$ cat src/rtl/cam_emulator.sv
// Synthetic DVP camera source: emits framed test patterns with sensor-like blanking on pclk.
// Define CAM_EMU_CROSSHAIR_EN to overlay a white crosshair at the centre column and row.
module cam_emulator #(
    parameter int H_ACTIVE    = 640,
    parameter int H_BLANK     = 144,
    parameter int VSYNC_LINES = 3,
    parameter int V_BACK      = 17,
    parameter int V_ACTIVE    = 480,
    parameter int V_FRONT     = 10
) (
    input  logic       pclk,
    input  logic       reset,
    input  logic       enable,
    input  logic [1:0] pattern,
    output logic [7:0] pixel,
    output logic       href,
    output logic       cam_vsync,
    output logic       frame_done,
    output logic [7:0] frame_cnt
);

    localparam int LINE_LEN = H_ACTIVE + H_BLANK;

    typedef enum logic [2:0] {S_IDLE, S_VSYNC, S_VBACK, S_ACTIVE, S_VFRONT} state_t;

    state_t     state_q, state_d;
    logic [9:0] hcnt_q, hcnt_d;
    logic [9:0] vcnt_q, vcnt_d;
    logic [1:0] pat_q, pat_d;
    logic [7:0] frame_cnt_q, frame_cnt_d;
    logic [7:0] pixel_q, pixel_d;
    logic       href_q, href_d;
    logic       cam_vsync_q, cam_vsync_d;
    logic       frame_done_q, frame_done_d;

    logic [9:0] n_lines;
    logic       line_end;
    logic       state_end;

    function automatic logic [7:0] pattern_pixel(input logic [1:0] p, input logic [7:0] x,
                                                 input logic [7:0] y, input logic [7:0] fc);
        logic [7:0] r;
        case (p)
            2'd0:    r = x;
            2'd1:    r = y;
            2'd2:    r = {8{x[3] ^ y[3]}};
            default: r = fc + x + y;
        endcase
        return r;
    endfunction

    always_comb begin
        n_lines = 10'(VSYNC_LINES);
        case (state_q)
            S_VBACK:  n_lines = 10'(V_BACK);
            S_ACTIVE: n_lines = 10'(V_ACTIVE);
            S_VFRONT: n_lines = 10'(V_FRONT);
            default:  n_lines = 10'(VSYNC_LINES);
        endcase
        line_end  = (hcnt_q == 10'(LINE_LEN - 1));
        state_end = line_end && (vcnt_q == n_lines - 10'd1);

        state_d      = state_q;
        hcnt_d       = hcnt_q;
        vcnt_d       = vcnt_q;
        pat_d        = pat_q;
        frame_cnt_d  = frame_cnt_q;
        frame_done_d = 1'b0;

        if (state_q == S_IDLE) begin
            if (enable) begin
                state_d = S_VSYNC;
                pat_d   = pattern;
                hcnt_d  = 10'd0;
                vcnt_d  = 10'd0;
            end
        end else begin
            hcnt_d = line_end ? 10'd0 : hcnt_q + 10'd1;
            if (line_end)
                vcnt_d = state_end ? 10'd0 : vcnt_q + 10'd1;
            if (state_end) begin
                case (state_q)
                    S_VSYNC:  state_d = S_VBACK;
                    S_VBACK:  state_d = S_ACTIVE;
                    S_ACTIVE: state_d = S_VFRONT;
                    default: begin
                        // Frame boundary: the only place enable and pattern are honoured mid-run.
                        frame_done_d = 1'b1;
                        frame_cnt_d  = frame_cnt_q + 8'd1;
                        if (enable) begin
                            state_d = S_VSYNC;
                            pat_d   = pattern;
                        end else begin
                            state_d = S_IDLE;
                        end
                    end
                endcase
            end
        end

        cam_vsync_d = (state_q == S_VSYNC);
        href_d      = (state_q == S_ACTIVE) && (hcnt_q < 10'(H_ACTIVE));
        pixel_d     = 8'd0;
        if (href_d) begin
            pixel_d = pattern_pixel(pat_q, hcnt_q[7:0], vcnt_q[7:0], frame_cnt_q);
`ifdef CAM_EMU_CROSSHAIR_EN
            if (hcnt_q == 10'(H_ACTIVE / 2) || vcnt_q == 10'(V_ACTIVE / 2))
                pixel_d = 8'hFF;
`else
`endif
        end
    end

    always_ff @(posedge pclk) begin
        if (reset) begin
            state_q      <= S_IDLE;
            hcnt_q       <= 10'd0;
            vcnt_q       <= 10'd0;
            pat_q        <= 2'd0;
            frame_cnt_q  <= 8'd0;
            frame_done_q <= 1'b0;
            pixel_q      <= 8'd0;
            href_q       <= 1'b0;
            cam_vsync_q  <= 1'b0;
        end else begin
            state_q      <= state_d;
            hcnt_q       <= hcnt_d;
            vcnt_q       <= vcnt_d;
            pat_q        <= pat_d;
            frame_cnt_q  <= frame_cnt_d;
            frame_done_q <= frame_done_d;
            pixel_q      <= pixel_d;
            href_q       <= href_d;
            cam_vsync_q  <= cam_vsync_d;
        end
    end

    assign pixel      = pixel_q;
    assign href       = href_q;
    assign cam_vsync  = cam_vsync_q;
    assign frame_done = frame_done_q;
    assign frame_cnt  = frame_cnt_q;

endmodule

$ cat config.mk
export PLATFORM = sky130hd
export DESIGN_NAME = cam_emulator
export DESIGN_NICKNAME = d
export VERILOG_FILES = /design/src/rtl/cam_emulator.sv
export SDC_FILE = /design/constraint.sdc
export NUM_CORES = 1
export LEC_CHECK = 0
export CAP_MARGIN = 40
export CORE_MARGIN = 4
export CORE_UTILIZATION = 58
export CTS_CLUSTER_SIZE = 40
export DETAILED_ROUTE_END_ITERATION = 6
export PLACE_DENSITY = 0.87
export SLEW_MARGIN = 0
export SYNTH_ARGS = -nofsm -noshare
export SYNTH_HDL_FRONTEND = slang
export SYNTH_SLANG_ARGS = --single-unit
$ cat constraint.sdc
create_clock -name pclk -period 3.82 [get_ports pclk]
set_input_delay 0.764 -clock pclk [delete_from_list [all_inputs] [get_ports pclk]]
set_output_delay 0.764 -clock pclk [all_outputs]
set_load 0.01 [all_outputs]
==> PnR_summary.wiki, run 1 <==
{| class="wikitable"
! Metric !! Value
|-
| Result of the run || completed
|-
| Data required time of the critical path || 4010 ps
|-
| Io pins || 24
|-
| Area of the die || ~6000 sq um
|-
| Launching point of the worst reg2reg path || state_q[2]$_SDFFE_PP0P_
|-
| Clock insertion delay at the later pin of the skew report || ~300 ps
|-
| Share of synthesized flip-flops with an asynchronous set or reset || 0
|-
| Setup repair after global routing missed its margin || no
|-
| Number of buffers inserted to repair setup after CTS || 0
|-
| Iter 0 DRT Violations || about 180
|-
| Share of synthesized area spent on multiplexers || 0.07343
|-
| CP Max Fanout || 18
|-
| Critical path launch point type || register
|-
| Final ANT Viol Nets || 0
|-
| Final setup skew || 5.994 ps
|-
| Worst relative slew slack || 0.5146
|-
| Kind of end point of the critical path || register
|-
| Number of antenna violations at the first check in global routing || 0
|-
| Die Y-Extent || between 70 and 80 um
|-
| Path category of the worst min-delay check || reg2reg
|-
| Area share of xor/xnor cells in the synthesized design || 0.07165
|-
| Most common cell after layout, fill and taps aside || sky130_fd_sc_hd__nor2_1
|-
| Part of the Yosys area used for sequential elements || 0.3133
|-
| Number of global-route vias before repair || about 2.2k
|-
| Total number of H-tree levels || 2
|-
| Master cell of the clock root buffer || sky130_fd_sc_hd__clkbuf_8
|-
| Worst reg-to-reg path cell count || 9
|-
| Initial core utilization || 0.5952
|-
| Utilization after layout || 0.6747
|-
| Synth-to-Final Area Change || 13.35%
|-
| Ratio of total power to cell area || 280.4 nW/um^2
|-
| VDD IR max || about 0.18 mV
|-
| Routability congestion estimate from global placement || between 0.8 and 0.9
|-
| Fmax achieved || 289.9 MHz
|-
| Setup slack on the worst flop-to-flop path || 370 ps
|-
| Launch instance of the worst min-delay path || vcnt_q[9]$_SDFFE_PP0P_
|-
| Dominant combinational cell family by area after synthesis || simple AND/OR/NAND/NOR gates
|-
| Number of port buffers || 23
|-
| Post-route design area || 3187 sq um
|-
| Routed wire length per instance || ~14 um
|-
| Area of placed instances || about 3100 sq um
|-
| Capture point of the worst reg-to-reg path || frame_cnt[6]$_SDFFE_PP0P_
|-
| Vias per Instance || roughly 5.8
|-
| Clock tree from TritonCTS || yes
|-
| EDFF count, synth || 0
|-
| Leakage dissipation || roughly 1.2 nW
|-
| Final Hold Fails || 0
|-
| Commonest cells after routing, fill and taps aside || sky130_fd_sc_hd__nor2_1, sky130_fd_sc_hd__dfxtp_1, sky130_fd_sc_hd__a21oi_1
|-
| WL final || 5963 um
|-
| # clock sinks || 44
|-
| Number of max-slew violations in the final report || 0
|-
| Std-Cell Core Area || roughly 4700 sq um
|-
| Type of the setup path with the least slack || reg2reg
|-
| # nets final || between 300 and 400
|-
| Detailed placer's ending HPWL || between 4000 and 5000 um
|-
| Yosys cell types || 52
|-
| Synth Register Bits || between 40 and 50
|-
| Gates resized, CTS repair || 0
|-
| Simple-gate share of the synthesized area || 0.2207
|-
| Clock edge transition at the registers on the reported setup and hold paths || roughly 80 ps
|-
| Post-route minimum period || approximately 3400 ps
|-
| Net count after synthesis || about 350
|-
| Vias post-DR || between 2k and 2.5k
|-
| Router iterations before antenna repair || 4
|-
| Pin slew with the least headroom to its limit || about 720 ps
|-
| CTS hold repair buffers || 0
|-
| Count of unresolved DRC violations after routing || 0
|-
| MaxCap Viol Count || 0
|-
| Hold depth || 1
|-
| Final-report setup violation count || 0
|-
| Syn Inst Count || ~330
|-
| Yosys warning total || 0
|-
| Total Routing Usage GR || 0.2149
|-
| Fraction of final layout cells with drive strength greater than 1 || 0.08069
|-
| Global route overflow || 0
|-
| Post-synthesis adder-cell area fraction || 0.1015
|-
| Diode insertion count for antenna repair || 0
|-
| Data arrival time of the worst path || 3640 ps
|-
| Share of the clock period used by the worst path || 0.9030
|-
| Die extent in x || about 78 um
|-
| Mean Syn Cell Area || 8.494 sq um
|-
| Aggregate negative setup slack || 0 ps
|-
| Largest net degree at the start of global routing || 26
|-
| Global-route wire length before repair || 10320 um
|-
| Inserted Clock Buffers || 5
|-
| Number of cell rows || 25
|-
| Post-synthesis compound-gate area fraction || 0.1575
|-
| Worst-case clock buffer depth || 2
|-
| Hold endpoint || vcnt_q[9]$_SDFFE_PP0P_
|-
| Post-Syn Area || 2811 sq um
|-
| Primary flip-flop cell chosen by synthesis mapping || sky130_fd_sc_hd__dfxtp_1
|}
## power by group
part           internal, mW  switching (mW)
logic                0.0288          0.0403
registers             0.463          0.0105
clock network         0.194           0.157
## cells in the mapped netlist, drive strengths merged, types with 3 or more instances
cell | number | area [sq um]
nand2 | 19 | 71.32
dfxtp | 44 | 880.8
ha | 10 | 125.1
nor4 | 5 | 80.08
nand4 | 6 | 37.54
buf | 6 | 35.03
fa | 8 | 160.2
a21o | 3 | 22.52
nor2 | 47 | 176.4
nand2b | 3 | 18.77
a22o | 6 | 52.55
nand3 | 9 | 45.04
or3 | 4 | 25.02
xor2 | 3 | 26.28
clkbuf | 15 | 56.30
nor3 | 5 | 30.03
mux2i | 15 | 150.1
and3 | 5 | 31.28
a21oi | 27 | 135.1
xnor2 | 20 | 175.2
mux2 | 3 | 33.78
inv | 22 | 82.58
a311oi | 3 | 26.28
o21ai | 14 | 70.07
## layer usage
layer | part of all wire | global-route usage | up-vias
li1 | - | - | 1196
met1 | 0.46 | 0.2908 | 1114
met2 | 0.46 | 0.3356 | 57
met3 | 0.061 | 0.04292 | 14
met4 | 0.018 | 0.08363 | 0
met5 | 0 | 0 | -
## area by class of cell
| class | instances | area [sq um] |
|---|---|---|
| Timing Repair Buffer | 29 | 275.3 |
| Inverter | 22 | 82.58 |
| Multi-Input combinational cell | 244 | 1757 |
| Tap cell | 67 | 83.83 |
| Clock inverter | 2 | 35.03 |
| Sequential cell | 44 | 880.8 |
| Fill cell | 377 | 1536 |
| Clock buffer | 6 | 72.57 |
## critical path: stages (launching register included)
cell,delay (ps)
sky130_fd_sc_hd__dfxtp_1,480
sky130_fd_sc_hd__nor2b_1,330
sky130_fd_sc_hd__ha_1,340
sky130_fd_sc_hd__o21ai_0,120
sky130_fd_sc_hd__a2111oi_0,490
sky130_fd_sc_hd__o2111ai_2,210
sky130_fd_sc_hd__or4_1,790
sky130_fd_sc_hd__nor4_2,370
sky130_fd_sc_hd__xnor2_1,160
sky130_fd_sc_hd__nor2_1,60
## sequential cells by signal (all words and copies together) (netlist names)
name and count:
hcnt_q 10, vcnt_q 10, frame_cnt 8, pixel 8, state_q 3, pat_q 2, cam_vsync 1, frame_done 1
href 1
## through the flow
stage,power [mW],setup WS (ps),hold slack (ps),std cells
detailed placement,0.5523,379.9,456.7,406
finish,0.8937,370.4,463.8,414
global placement,0.5506,442.6,452.3,405
floorplan,0.5325,617.3,440.1,331
global route,0.9317,116.7,487.9,414
CTS,0.8995,352.3,467.7,414
## logic make-up (layout without fill, tap and decap cells)
kind of cell	after synthesis	count (layout)
buffers and inverters	43	59
AND/OR/NAND/NOR	116	116
AO/OA/AOI/OAI	68	68
adder cells (fa/ha/maj)	18	18
multiplexers	19	19
XOR/XNOR	23	23
flip-flops	44	44
## worst max path at each step
stage / startpoint / end / slack, ps / cells after the start
CTS: state_q[2]$_SDFFE_PP0P_ / frame_cnt[6]$_SDFFE_PP0P_ / 350 / 9
detailed placement: state_q[2]$_SDFFE_PP0P_ / frame_cnt[6]$_SDFFE_PP0P_ / 380 / 9
global placement: state_q[2]$_SDFFE_PP0P_ / frame_cnt[6]$_SDFFE_PP0P_ / 440 / 9
finish: state_q[2]$_SDFFE_PP0P_ / frame_cnt[6]$_SDFFE_PP0P_ / 370 / 9
global route: state_q[1]$_SDFFE_PP0P_ / frame_cnt[6]$_SDFFE_PP0P_ / 120 / 11
floorplan: state_q[0]$_SDFFE_PP0P_ / frame_cnt[7]$_SDFFE_PP0P_ / 620 / 13
No activity file was read; power rests on OpenSTA's default activity.
==> inputs of run 2 (changes only) <==
--- a/config.mk
+++ b/config.mk
@@ -10,6 +10,7 @@
 export CORE_UTILIZATION = 58
 export CTS_CLUSTER_SIZE = 40
 export DETAILED_ROUTE_END_ITERATION = 6
+export GPL_TIMING_DRIVEN = 0
 export PLACE_DENSITY = 0.87
 export SLEW_MARGIN = 0
 export SYNTH_ARGS = -nofsm -noshare
==> PnR_summary.wiki, run 2 (same netlist as run 1, synthesis figures left out) <==
{| class="wikitable"
! Metric !! Value
|-
| # clock sinks || 44 (unchanged)
|-
| Die Y-Extent || 77.62 um (unchanged)
|-
| Data required time of the critical path || 3990 ps (-20 ps)
|-
| Final-report setup violation count || 0 (unchanged)
|-
| Critical path launch point type || register
|-
| Fraction of final layout cells with drive strength greater than 1 || 0.08357 (+0.002874)
|-
| Setup repair after global routing missed its margin || no
|-
| Number of port buffers || 22 (-4.3%)
|-
| Share of the clock period used by the worst path || 0.9031 (about the same)
|-
| WL final || 6792 um (+14%)
|-
| Global route overflow || 0 (unchanged)
|-
| Placement Setup Slack || 143.6 ps (-236.3 ps)
|-
| Fmax achieved || 289.9 MHz (about the same)
|-
| Vias post-DR || 2547 (+7.0%)
|-
| Worst-case clock buffer depth || 2 (unchanged)
|-
| Number of cell rows || 25 (unchanged)
|-
| Layout filler cell count || 378 (+0.27%)
|-
| Placed cell count || 420 (+3.4%)
|-
| CTS hold repair buffers || 0 (unchanged)
|-
| Crit path setup slack, layout || 370.2 ps (-0.2240 ps)
|-
| Die extent in x || 77.62 um (unchanged)
|-
| Iter 0 DRT Violations || 263 (+44%)
|-
| CP dominant cell by count || sky130_fd_sc_hd__nor2_1
|-
| Pin slew with the least headroom to its limit || 813.0 ps (+90.52 ps)
|-
| Clock edge transition at the registers on the reported setup and hold paths || 80 ps (about the same)
|-
| Total number of H-tree levels || 2 (unchanged)
|-
| Number of global-route vias before repair || 2363 (+6.6%)
|-
| Number of antenna violations at the first check in global routing || 0 (unchanged)
|-
| Count of unresolved DRC violations after routing || 0 (unchanged)
|-
| Final standard cell count with taps included and fillers excluded || 426 (+2.9%)
|-
| Type of the setup path with the least slack || reg2reg
|-
| Std-Cell Core Area || 4723 sq um (unchanged)
|-
| Inserted Clock Buffers || 5 (unchanged)
|-
| Aggregate negative setup slack || 0 ps (unchanged)
|-
| MaxCap Viol Count || 0 (unchanged)
|-
| Initial core utilization || 0.5952 (unchanged)
|-
| # nets final || 382 (+3.5%)
|-
| Router iterations before antenna repair || 4 (unchanged)
|-
| Data arrival time of the worst path || 3620 ps (-20 ps)
|-
| Post-route minimum period || 3450 ps (+0.2240 ps)
|-
| Master cell of the clock root buffer || sky130_fd_sc_hd__clkbuf_8
|-
| Diode insertion count for antenna repair || 0 (unchanged)
|-
| Kind of end point of the critical path || register
|-
| WHS || 472.7 ps (+8.866 ps)
|-
| Global-route wire length before repair || 11440 um (+11%)
|-
| Total Power Consumption || 960.5 uW (+7.5%)
|-
| Routed wire length per instance || 15.94 um (+11%)
|-
| VDD IR max || 0.2219 mV (+25%)
|-
| Worst relative slew slack || 0.4538 (-0.06081)
|-
| Commonest cells after routing, fill and taps aside || sky130_fd_sc_hd__nor2_1, sky130_fd_sc_hd__dfxtp_1, sky130_fd_sc_hd__a21oi_1
|-
| CP Max Fanout || 10 (-8)
|-
| Vias per Instance || 5.979 (+4.0%)
|-
| Synth-to-Final Area Change || 15.58%
|-
| Post-route design area || 3249 sq um (+2.0%)
|-
| Most common cell after layout, fill and taps aside || sky130_fd_sc_hd__nor2_1
|-
| Cells along the critical path || clkbuf_2 > nand2_1 > nor2_1 > a21o_1 > ha_1 > o21ai_0 > a2111oi_2 > o2111ai_2 > or4_1 > buf_6 > nor3_1 > xnor2_1 > nor2_1
|-
| Result of the run || completed
|-
| Number of max-slew violations in the final report || 0 (unchanged)
|-
| Ratio of total power to cell area || 295.6 nW/um^2 (+5.4%)
|-
| Largest net degree at the start of global routing || 14 (-46%)
|-
| Final ANT Viol Nets || 0 (unchanged)
|-
| Utilization after layout || 0.6879 (+0.01324)
|-
| Area of placed instances || 3115 sq um (+1.2%)
|-
| Path category of the worst min-delay check || reg2reg
|-
| Area of the die || 6025 sq um (unchanged)
|-
| Clock tree from TritonCTS || yes
|-
| Detailed placer's ending HPWL || 4892 um (+7.7%)
|-
| Largest regs || hcnt_q: 10 flops, vcnt_q: 10 flops
|-
| Final setup skew || 7.359 ps (+1.364 ps)
|-
| Largest stage delay on the critical path || 560 ps (-230 ps)
|-
| Final Hold Fails || 0 (unchanged)
|-
| Leakage dissipation || 1.207 nW (+2.3%)
|-
| Io pins || 24 (unchanged)
|-
| Routability congestion estimate from global placement || 0.9114 (+3.3%)
|-
| Slowest cell on the critical path || sky130_fd_sc_hd__or4_1
|-
| Total Routing Usage GR || 0.2376 (+0.02271)
|-
| Clock insertion delay at the later pin of the skew report || 300 ps (about the same)
|}
[run 2: changes by cell type in the layout (fill, tap and decap cells not counted), moves of 2 or more]
cell,change
sky130_fd_sc_hd__buf_2,+4
sky130_fd_sc_hd__buf_4,-6
sky130_fd_sc_hd__clkbuf_2,+2
sky130_fd_sc_hd__clkbuf_1,+11
[run 2: metal layers]
| layer | up-vias | track usage | wire length, um |
|---|---|---|---|
| met5 | - | 0 | 0 |
| met2 | 104 | 0.3973 | 3337 |
| met4 | 0 | 0.08541 | 163 |
| li1 | 1203 | - | - |
| met3 | 17 | 0.03712 | 431 |
| met1 | 1223 | 0.3090 | 2859 |
[run 2: worst paths after layout]
check        cells after the start                         to                     from  slack, ps
max reg2reg                     13  frame_cnt[4]$_SDFFE_PP0P_  state_q[0]$_SDFFE_PP0P_        370
min reg2reg                      1     vcnt_q[9]$_SDFFE_PP0P_   vcnt_q[9]$_SDFFE_PP0P_        470
min                              1     vcnt_q[9]$_SDFFE_PP0P_   vcnt_q[9]$_SDFFE_PP0P_        470
max                             13  frame_cnt[4]$_SDFFE_PP0P_  state_q[0]$_SDFFE_PP0P_        370
[run 2: critical path, delay by kind of cell (launching register included)]
family	cells	cell delay [ps]
buffers and inverters	2	430
AO/OA/AOI/OAI	4	870
flip-flops	1	440
AND/OR/NAND/NOR	5	1110
XOR/XNOR	1	170
adder cells (fa/ha/maj)	1	290
[run 2: where the power goes]
part           switching [mW]  internal (mW)  total [mW]
clock                   0.157          0.257       0.414
combinational          0.0508         0.0281      0.0789
sequential            0.00480          0.463       0.468
[run 2: repair_timing]
item	CTS	global route
resized for setup	0	6
setup endpoints to repair	0	18
setup buffers	0	0
[run 2: area by class of cell]
class	count	area (sq um)	share of cell area
plain buffers	20	90.09	0.02772
clock buffers	5	68.82	0.02118
clock inverters	2	60.06	0.01848
inverters	22	82.58	0.02541
multi-input cells	244	1763	0.5425
flip-flops and latches	44	880.8	0.2711
well taps	67	83.83	0.02580
repair buffers	22	220.2	0.06777
